<file path="config.mk">
export PLATFORM = sky130hd
export DESIGN_NAME = regfile_wr_ctrl
export DESIGN_NICKNAME = d
export VERILOG_FILES = /design/src/rtl/regfile_wr_ctrl_pkg.sv /design/src/rtl/regfile_wr_arb.sv /design/src/rtl/regfile_wr_ctrl.sv
export SDC_FILE = /design/constraint.sdc
export NUM_CORES = 1
export LEC_CHECK = 0
export BUFFER_PORTS_ARGS = -buffer_cell sky130_fd_sc_hd__buf_2
export CAP_MARGIN = 20
export CELL_PAD_IN_SITES_DETAIL_PLACEMENT = 0
export CELL_PAD_IN_SITES_GLOBAL_PLACEMENT = 1
export CORE_MARGIN = 4
export CORE_UTILIZATION = 37
export CTS_CLUSTER_SIZE = 30
export DETAILED_ROUTE_END_ITERATION = 6
export PLACE_DENSITY = 0.82
export SLEW_MARGIN = 20
export SYNTH_ARGS = -nofsm -noshare
export SYNTH_HDL_FRONTEND = slang
export SYNTH_SLANG_ARGS = --single-unit
</file>
<file path="constraint.sdc">
create_clock -name clk -period 1.95 [get_ports clk]
set_input_delay 0.0975 -clock clk [delete_from_list [all_inputs] [get_ports clk]]
set_output_delay 0.0975 -clock clk [all_outputs]
set_load 0.005 [all_outputs]
</file>
<file path="src/rtl/regfile_wr_ctrl_pkg.sv">
// regfile_wr_ctrl_pkg: shared state encoding, default sizes and a counter-width helper
package regfile_wr_ctrl_pkg;
  typedef enum logic {ST_CLEAR = 1'b0, ST_RUN = 1'b1} state_t;
  localparam int AW_DEF = 5;
  localparam int DW_DEF = 32;
  localparam int NREG_DEF = 32;
  localparam int STARVE_DEF = 4;
  function automatic int cnt_w(input int n);
    return (n > 1) ? $clog2(n) : 1;
  endfunction
endpackage

</file>
<file path="src/rtl/regfile_wr_arb.sv">
// regfile_wr_arb: m0-priority write-port arbiter with a starvation guard for m1
module regfile_wr_arb
  import regfile_wr_ctrl_pkg::*;
#(
  parameter int STARVE_MAX = STARVE_DEF
) (
  input  logic clk,
  input  logic resetn,
  input  logic run,
  input  logic clr_start,
  input  logic m0_valid,
  input  logic m1_valid,
  output logic m0_ready,
  output logic m1_ready,
  output logic m0_xfer,
  output logic m1_xfer
);
  localparam int SW = cnt_w(STARVE_MAX + 1);
  logic [SW-1:0] starve_cnt;
  logic force1;
  // m1 is forced through once m0 has won STARVE_MAX times in a row against it
  always_comb begin
    force1 = m1_valid && (starve_cnt == SW'(STARVE_MAX));
    m0_ready = run && !clr_start && !force1;
    m1_ready = run && !clr_start && (force1 || !m0_valid);
    m0_xfer = m0_valid && m0_ready;
    m1_xfer = m1_valid && m1_ready;
  end
  // count m0 wins while m1 waits; any idle m1 cycle or m1 win resets the count
  always_ff @(posedge clk or negedge resetn)
    if (!resetn) starve_cnt <= '0;
    else if (!m1_valid || m1_xfer) starve_cnt <= '0;
    else if (m0_xfer && starve_cnt != SW'(STARVE_MAX)) starve_cnt <= starve_cnt + 1'b1;
endmodule

</file>
<file path="src/rtl/regfile_wr_ctrl.sv">
// regfile_wr_ctrl: register-file write port controller with clear sequence and two-master arbitration
module regfile_wr_ctrl
  import regfile_wr_ctrl_pkg::*;
#(
  parameter int AW = AW_DEF,
  parameter int DW = DW_DEF,
  parameter int NREG = NREG_DEF,
  parameter int STARVE_MAX = STARVE_DEF,
  parameter bit CLR_ON_RESET = 1'b1
) (
  input  logic          clk,
  input  logic          resetn,
  input  logic          clr_start,
  input  logic          m0_valid,
  output logic          m0_ready,
  input  logic [AW-1:0] m0_addr,
  input  logic [DW-1:0] m0_data,
  input  logic          m1_valid,
  output logic          m1_ready,
  input  logic [AW-1:0] m1_addr,
  input  logic [DW-1:0] m1_data,
  output logic          rf_wen,
  output logic [AW-1:0] rf_waddr,
  output logic [DW-1:0] rf_wdata,
  output logic          init_busy,
  output logic          grant_id
);
  localparam int CW = cnt_w(NREG);
  localparam state_t RST_ST = CLR_ON_RESET ? ST_CLEAR : ST_RUN;
  state_t state, state_nxt;
  logic [CW-1:0] clr_cnt, clr_cnt_nxt;
  logic run, m0_xfer, m1_xfer, clr_last;
  assign run = (state == ST_RUN);
  assign init_busy = !run;
  assign clr_last = (clr_cnt == CW'(NREG - 1));
  regfile_wr_arb #(.STARVE_MAX(STARVE_MAX)) u_arb (
    .clk      (clk),
    .resetn   (resetn),
    .run      (run),
    .clr_start(clr_start),
    .m0_valid (m0_valid),
    .m1_valid (m1_valid),
    .m0_ready (m0_ready),
    .m1_ready (m1_ready),
    .m0_xfer  (m0_xfer),
    .m1_xfer  (m1_xfer)
  );
  // clear walks 0..NREG-1 then runs; clr_start restarts it from address 0
  always_comb begin
    state_nxt = state;
    clr_cnt_nxt = clr_cnt;
    if (!run) begin
      clr_cnt_nxt = (clr_start || clr_last) ? '0 : clr_cnt + 1'b1;
      state_nxt = (!clr_start && clr_last) ? ST_RUN : ST_CLEAR;
    end else if (clr_start) begin
      state_nxt = ST_CLEAR;
      clr_cnt_nxt = '0;
    end
  end
  // state, clear counter and the registered write port
  always_ff @(posedge clk or negedge resetn)
    if (!resetn) begin
      state <= RST_ST;
      clr_cnt <= '0;
      rf_wen <= 1'b0;
      rf_waddr <= '0;
      rf_wdata <= '0;
      grant_id <= 1'b0;
    end else begin
      state <= state_nxt;
      clr_cnt <= clr_cnt_nxt;
      rf_wen <= !run || m0_xfer || m1_xfer;
      if (!run) begin
        rf_waddr <= AW'(clr_cnt);
        rf_wdata <= '0;
      end else if (m0_xfer || m1_xfer) begin
        rf_waddr <= m0_xfer ? m0_addr : m1_addr;
        rf_wdata <= m0_xfer ? m0_data : m1_data;
        grant_id <= m1_xfer;
      end
    end
endmodule

</file>
==> impl_metrics.toml <==
[grt]
grt_max_degree = 55
grt_pass1_wl_um = 13940
antenna_found_initial = 1
grt_use_total = 0.1712
grt_pass1_vias = 2801
grt_overflow = 0

[critical_path]
r2r_cells = 6
worst-r2r-setup-slack_ps = 290
cp-end-kind = "output pin"
start_kind = "register"
arrival_ps = 1700
crit_type = "reg2out"
rr_endpoint = "clr_cnt[3]"
reg2reg_from = "clr_cnt[0]"
cp_max_fo = 40
cp_data_required_time_ps = 1850

[power]
irDropWorstVdd_mv = 0.2895
p_total_mw = 1.974
p_per_area_nw_per_um2 = 492.1
power_leakage_nw = 1.912

[timing]
slew_headroom = 0.5739
setup_viol = 0
clock_skew_ps = 6.799
hold_viol_final = 0
period_needed_ps = 1796
layout_setup_ws_ps = 153.6
whs_ps = 29.95
grt_setup_unrepaired = "false"
max_slew.worst_pin.slew_ps = 636.7
maxSlewViolCount = 0
setup_tns_ps = 0
clock.fmax_mhz = 556.7
fin_crit_sh = 0.9212

[finish]
final_cell_mix = "buf_2 (120), dfrtp_1 (47), inv_1 (41)"
seqCellArea_um2 = 1202
area_growth_pct = 26.92
fillers = 807
num_antenna_cells = 0
multi_input_area_um2 = 1673
final_common_cell = "buf_2"
fin_nets = 476
drive_gt1_frac = 0.4442

[logic_synthesis]
postSynthCellCount = 284
yosysTopAreaCell = "dfrtp_1"
yosysWarnings = 0
syn_nets = 367
synth_area_leaders = "dfrtp_1 (38%), o311ai_4 (25%), o211ai_1 (8.1%), nand3_1 (6.2%), inv_1 (4.9%)"
synth_area_um2 = 3161
seq_area_frac_synth = 0.3800
ys_ff_latch = 48
avgSynthCellArea_um2 = 11.13
synth_top_area_frac = 0.3800
synth_cell_type_count = 33

[floorplanning]
dieArea_um2 = 10080
fp-row-count = 33
initial_core_util = 0.3827
core_area_um2 = 8258
io_pins = 121
die_h_um = 100.4
die_x_um = 100.4

[placement]
pre_cts_slack_ps = 20.93
hpwl_um = 6123
port_buffers = 120
finalWeightedCongestion = 0.7250

[clock_tree]
clockBufferDepth = 2
cts.sinks = 48
htree_num_levels = 2
clk_pin_slew_worst_paths_ps = 100
clock_latency_ps = 300
cts_tree = "done"
cts-root-buf = "clkbuf_8"
cts_buffers = 5

[route]
wl_per_cell_um = 17.80
dr_total_vias = 2677
wirelength_um = 8883
drc_errors = 0
firstDrtPassIters = 4
drt-initial-drc-count = 106
detail-route-antenna-nets = 0
routed_via_density = 5.365

[status]
status = "complete, no violations"

[min_path]
hold_path_depth = 3
hold_start = "m0_data[26]"
hold_end = "rf_wdata[26]"
hp-class = "in2reg"

[job]
maxCapViolations = 0
-- registers in the layout (all words and copies together), names as in the netlist --
name              flops
run                   1
u_arb.starve_cnt      3
rf_wdata             32
rf_waddr              5
grant_id              1
rf_wen                1
clr_cnt               5
-- report_power, final --
part | internal, mW | leakage (nW) | switching (mW) | total (mW)
Clock | 0.380 | 0.0541 | 0.358 | 0.738
Sequential | 1.01 | 0.655 | 0.0109 | 1.02
Combinational | 0.0967 | 1.20 | 0.121 | 0.218
-- worst max-delay path, stage by stage (launching register included) --
cell and delay [ps]:
dfrtp_1 410, inv_1 80, ha_1 190, nand3_2 170
buf_12 230, a21oi_1 170, buf_2 130
-- stage by stage --
step | utilization | instances | cell area, um^2
3_3_place_gp | 0.4680 | 489 | 3865
2_1_floorplan | - | 284 | 3161
6_report | 0.4858 | 499 | 4011
4_1_cts | 0.4827 | 498 | 3986
3_5_place_dp | 0.4680 | 489 | 3865
5_1_grt | 0.4858 | 499 | 4011
-- final cells by class --
class	instances	share of cell area
flip-flops and latches	48	0.2997
well taps	105	0.03275
clock buffers	5	0.01716
multi-input cells	166	0.4170
inverters	41	0.03837
clock inverters	3	0.01061
repair buffers	131	0.1843
-- per-layer routing --
layer  vias up  global-route usage  wire (um)
met4         2             0.04249        117
met5         -                   0          8
li1       1278                   -          -
met1      1305              0.2251       3751
met3        12             0.03961        555
met2        80              0.2849       4450
-- cells by family after synthesis --
| group | after synthesis | synth area share |
|---|---|---|
| compound gates | 93 | 0.3911 |
| buf+inv | 71 | 0.09937 |
| simple gates | 68 | 0.1136 |
| flops | 48 | 0.3800 |
| fa+ha+maj | 4 | 0.01584 |
-- Yosys cell counts, drive strengths merged --
| cell type | count |
|---|---|
| nor2b | 5 |
| o21ai | 5 |
| o211ai | 34 |
| nand3b | 2 |
| buf | 14 |
| nor3 | 2 |
| and3 | 1 |
| o21bai | 1 |
| and2b | 1 |
| nand2 | 2 |
| nand2b | 1 |
| a31oi | 5 |
| clkbuf | 16 |
| o2111ai | 1 |
| nand4 | 1 |
| ha | 4 |
| a21boi | 2 |
| a32oi | 1 |
| nand3 | 39 |
| dfrtp | 48 |
| and3b | 1 |
| nor2 | 8 |
| nor3b | 3 |
| a21oi | 8 |
| inv | 41 |
| o311ai | 36 |
| and2 | 2 |
-- worst max path at each step --
stage	slack, ps	startpoint	depth (start not counted)	endpoint
2_1_floorplan	460	u_arb.starve_cnt[0]	7	rf_wdata[29]
3_3_place_gp	140	u_arb.starve_cnt[0]	5	rf_wdata[28]
3_5_place_dp	20	u_arb.starve_cnt[0]	5	rf_wdata[28]
4_1_cts	4	u_arb.starve_cnt[0]	5	rf_wdata[28]
5_1_grt	10	u_arb.starve_cnt[0]	6	m1_ready
6_report	150	u_arb.starve_cnt[0]	6	m1_ready
-- timing repair --
action	CTS	global route
hold buffers	1	0
buffers inserted	0	0
hold endpoints to repair	23	0
endpoints found under the setup margin	0	8
gates resized for setup	0	6
Power figures use the tool's default switching activity.
